--- src/rtl/restoring_divider.sv ---
// rtl/restoring_divider.sv - sequential unsigned restoring divider (2N-bit / N-bit)
//
// Divides a 2N-bit dividend by an N-bit divisor and produces one quotient bit
// per clock. Control uses a start/busy/done handshake.
//
// Optional feature macro: DIVIDER_DBZ_EARLY_EN
//   defined   - a zero divisor at start skips iteration and reports div_by_zero
//   undefined - div_by_zero is tied 0 and a zero divisor runs the full 2N steps
//
// Ports:
//   clk          rising-edge clock
//   rst          synchronous active-high reset
//   start        request; dividend/divisor are sampled on the same edge
//   dividend     2N-bit unsigned dividend
//   divisor      N-bit unsigned divisor
//   busy         high while iterating (CALC)
//   done         one-cycle pulse; quotient/remainder valid
//   quotient     2N-bit registered quotient, held until next result
//   remainder    N-bit registered remainder, held until next result
//   div_by_zero  zero-divisor flag (macro builds only, else 0)

module restoring_divider #(
  parameter int N = 4
) (
  input  logic           clk,
  input  logic           rst,
  input  logic           start,
  input  logic [2*N-1:0] dividend,
  input  logic [N-1:0]   divisor,
  output logic           busy,
  output logic           done,
  output logic [2*N-1:0] quotient,
  output logic [N-1:0]   remainder,
  output logic           div_by_zero
);

  localparam int CW = $clog2(2 * N) + 1;
  localparam logic [CW-1:0] LAST_STEP = CW'(2 * N - 1);

  typedef enum logic [1:0] {
    IDLE = 2'd0,
    CALC = 2'd1,
    DONE = 2'd2
  } state_t;

  state_t         state;
  // Shift register: dividend bits leave at the MSB while quotient bits enter
  // at the LSB, so after 2N steps it holds the full quotient.
  logic [2*N-1:0] shreg;
  logic [N:0]     part_rem;
  logic [N-1:0]   dvsr;
  logic [CW-1:0]  step;

  logic [N:0]     rem_shift;
  logic [N:0]     rem_sub;
  logic           fits;
  logic [N:0]     rem_next;
  logic [2*N-1:0] quo_next;

  always_comb begin
    rem_shift = {part_rem[N-1:0], shreg[2*N-1]};
    rem_sub   = rem_shift - {1'b0, dvsr};
    fits      = (rem_shift >= {1'b0, dvsr});
    rem_next  = fits ? rem_sub : rem_shift;
    quo_next  = {shreg[2*N-2:0], fits};
  end

`ifdef DIVIDER_DBZ_EARLY_EN
  logic dbz_q;
  assign div_by_zero = dbz_q;
`else
  assign div_by_zero = 1'b0;
`endif

  always_ff @(posedge clk) begin
    if (rst) begin
      state     <= IDLE;
      shreg     <= '0;
      part_rem  <= '0;
      dvsr      <= '0;
      step      <= '0;
      busy      <= 1'b0;
      done      <= 1'b0;
      quotient  <= '0;
      remainder <= '0;
`ifdef DIVIDER_DBZ_EARLY_EN
      dbz_q     <= 1'b0;
`endif
    end else begin
      case (state)
        // DONE accepts a new start exactly like IDLE, giving back-to-back
        // operation; the done pulse of the finishing op still lasts one cycle.
        IDLE, DONE: begin
          done  <= 1'b0;
          state <= IDLE;
          if (start) begin
            shreg    <= dividend;
            dvsr     <= divisor;
            part_rem <= '0;
            step     <= '0;
`ifdef DIVIDER_DBZ_EARLY_EN
            dbz_q    <= 1'b0;
            if (divisor == '0) begin
              state     <= DONE;
              done      <= 1'b1;
              quotient  <= '1;
              remainder <= dividend[N-1:0];
              dbz_q     <= 1'b1;
            end else begin
              state <= CALC;
              busy  <= 1'b1;
            end
`else
            state <= CALC;
            busy  <= 1'b1;
`endif
          end
        end

        CALC: begin
          shreg    <= quo_next;
          part_rem <= rem_next;
          step     <= step + 1'b1;
          if (step == LAST_STEP) begin
            state     <= DONE;
            busy      <= 1'b0;
            done      <= 1'b1;
            quotient  <= quo_next;
            remainder <= rem_next[N-1:0];
          end
        end

        default: begin
          state <= IDLE;
          busy  <= 1'b0;
          done  <= 1'b0;
        end
      endcase
    end
  end

endmodule
--- config.mk ---
export PLATFORM = sky130hd
export DESIGN_NAME = restoring_divider
export DESIGN_NICKNAME = d
export VERILOG_FILES = /design/src/rtl/restoring_divider.sv
export SDC_FILE = /design/constraint.sdc
export NUM_CORES = 1
export LEC_CHECK = 0
export ABC_AREA = 0
export CAP_MARGIN = 40
export CORE_UTILIZATION = 43
export DETAILED_ROUTE_END_ITERATION = 8
export GPL_ROUTABILITY_DRIVEN = 0
export PLACE_DENSITY_LB_ADDON = 0.12
export SLEW_MARGIN = 20
export SYNTH_ARGS = -nofsm -noshare
export SYNTH_HDL_FRONTEND = slang
export SYNTH_SLANG_ARGS = --single-unit
--- constraint.sdc ---
create_clock -name clk -period 3.3 [get_ports clk]
set_input_delay 0.33 -clock clk [delete_from_list [all_inputs] [get_ports clk]]
set_output_delay 0.33 -clock clk [all_outputs]
set_load 0.005 [all_outputs]
==> results.toml <==
[grt]
grt_antenna_before_repair = 0
gr-total-overflow = 0
grt_max_degree = 20
grt_pass1_vias = 1439
grt_use_total_pct = 21.0
grt_pass1_wl_microns = 6500

[routing]
vias_per_cell = 5.30
drtIter0Drc = 85
drc = 0
wl_microns = 3830
ant_nets = 0
dr_total_vias = 1441
wire_per_inst_microns = 14.1
firstDrtPassIters = 4

[timing]
worst_pin_slew_ns = 0.647
relSlewSlack_pct = 56.8
drv_slew = 0
fin_setup_tns_ns = 0
hold_viol_final = 0
period_needed_ns = 1.87
setup_viol = 0
fin_worst_skew_ns = 0.00463
fin_hold_ws_ns = 0.452
rsz0062_at_grt = "no"
fmax_mhz = 535
finalCritPeriodShare_pct = 56.6

[floorplan]
die_h_microns = 63.8
die_area_sq_um = 4070
start_util_pct = 44.9
fp.dieW_microns = 63.8
core-area_sq_um = 3660
row_count = 22
io_pins = 30

[worst_setup_path]
max_stage_delay_ns = 0.41
timing.rr.start = "step[0]"
crit_type = "flop to flop"
slowest_stage = "nand2b_1"
critPathRequiredTime_ns = 3.51
cp_top_family = "simple AND/OR/NAND/NOR gates"
reg2reg_depth = 5
endpoint_kind = "flop"
path_max_fanout = 12
crit_path_start_kind = "flop"
cp_num_buf_inv = 0
critPathArrivalTime_ns = 2.08
r2r_setup_slack_ns = 1.43
path_cells = "ha_1 > nand3b_1 > nand2b_1 > or3_1 > o211ai_1"
r2r-end = "remainder[0]"

[clock_network]
post_cts_buffers = 0
cts_resized = 0
tritoncts = "yes"
cts.htree.levels = 2
cts_sinks = 36
root_buffer = "clkbuf_8"
clk_path_buf_depth = 2
clk_pin_slew_ns = 0.07
numCtsBuffers = 5
clk-insertion-delay-late_ns = 0.29
cts_hold_repair.buffers = 0

[yosys]
synth_seq_cells = 36
synthArstFlopShare_pct = 0
yosysWarnings = 0
syn-cell-area_sq_um = 1640
synth_top_area_share_pct = 43.9
syn_nets = 217
synth_enable_flop_cells = 0
ys_top_cells_by_area = "dfxtp_1, nand2_1, a21oi_1"
synth_top_area_cell = "dfxtp_1"
yosysSeqAreaShare_pct = 43.9
avgSynthCellArea_sq_um = 8.38
synthFlopType = "dfxtp_1"
synth_cells = 196
ys_types = 43

[power]
power.leakage_nw = 0.748
seqPwrFrac_pct = 47.2
combPwrFrac_pct = 18.8
vdd_drop_max_v = 0.000304
power.share.clock_pct = 34.0
intPower_w = 0.000718
power_switching_w = 0.000278
power.density_nw_per_um2 = 485
swShare_pct = 27.9

[layout]
n_antenna_cell = 0
fillers = 351
layout_commonest_cell = "dfxtp_1"
mostFrequentLayoutCells = "dfxtp_1, nand2_1, clkdlybuf4s50_1"
finalNetCount = 245
drive_gt1_share_pct = 7.59
area_growth_pct = 25.1

[placed_design]
port_buffers = 28
hpwlAfterDp_microns = 2770

[outcome]
status = "completed"

[min_path]
worstHoldStart = "done"
holdPathStages = 2
min_path_type = "flop to flop"
hold_path_end = "done"

[flow_run]
cap_violations = 0
[state kept, by name, indices dropped and copies added (netlist names)]
register / flops
busy: 1
done: 1
dvsr: 4
part_rem: 4
quotient: 8
remainder: 4
shreg: 8
state: 2
step: 4
[Yosys cell counts, types with 4 or more instances]
library cell,number
a21oi_1,25
nor2b_1,4
inv_1,8
o21ai_0,5
dfxtp_1,36
nand3_1,6
ha_1,5
buf_2,5
o211ai_1,4
nor2_1,10
a22oi_1,8
nand2_1,35
[worst max path at each step]
stage | endpoint | from | slack [ns] | depth (start not counted)
2_1_floorplan | part_rem[0] | dvsr[2] | 1.73 | 6
3_3_place_gp | part_rem[3] | rst | 1.47 | 4
3_5_place_dp | part_rem[3] | start | 1.42 | 6
4_1_cts | remainder[0] | step[0] | 1.40 | 5
5_1_grt | quotient[0] | shreg[7] | 1.27 | 6
6_report | remainder[0] | step[0] | 1.43 | 5
[per-stage QoR]
| stage | cell area (sq um) | setup WS, ns | total power, W | cells | util (%) |
|---|---|---|---|---|---|
| after floorplan | 1640 | 1.73 | 0.000608 | 196 | - |
| after global placement | 1960 | 1.47 | 0.000661 | 265 | 53.5 |
| after detailed placement | 1960 | 1.42 | 0.000666 | 265 | 53.5 |
| after CTS | 2050 | 1.40 | 0.00100 | 272 | 56.1 |
| after global routing | 2050 | 1.27 | 0.00105 | 272 | 56.1 |
| final | 2050 | 1.43 | 0.000996 | 272 | 56.1 |
[routing by layer]
layer  global-route usage, %  part of all wire (%)
met1                    25.1                    47
met2                    34.8                    47
met3                    5.89                   3.4
met4                    9.09                   2.1
met5                       0                     0
[cells by family after synthesis]
family | synth area share [%]
adder cells (fa/ha/maj) | 5.03
flip-flops | 43.9
XOR/XNOR | 0.533
AND/OR/NAND/NOR | 21.0
other | 0.228
multiplexers | 0.609
AO/OA/AOI/OAI | 24.0
buffers and inverters | 4.72
[power by group through the flow]
stage | sequential [W] | combinational [W] | clock, W
finish | 0.000470 | 0.000188 | 0.000338
global route | 0.000473 | 0.000210 | 0.000365
CTS | 0.000470 | 0.000187 | 0.000346
detailed placement | 0.000480 | 0.000186 | 0
global placement | 0.000480 | 0.000181 | 0
floorplan | 0.000475 | 0.000133 | 0
[cell type report]
cell class	count	area [sq um]	area share, %
Sequential cell	36	721	35.1
Tap cell	48	60.1	2.92
Inverter	8	30.0	1.46
Multi-Input combinational cell	142	845	41.1
Clock buffer	7	96.3	4.69
Timing Repair Buffer	31	303	14.7
[tightest hold or removal path: cells and delay by family (launching register included)]
kind / cells / cell delay [ns]
buf+inv: 1 / 0.05
flops: 1 / 0.31
compound gates: 1 / 0.05
No activity file was read; power rests on OpenSTA's default activity.
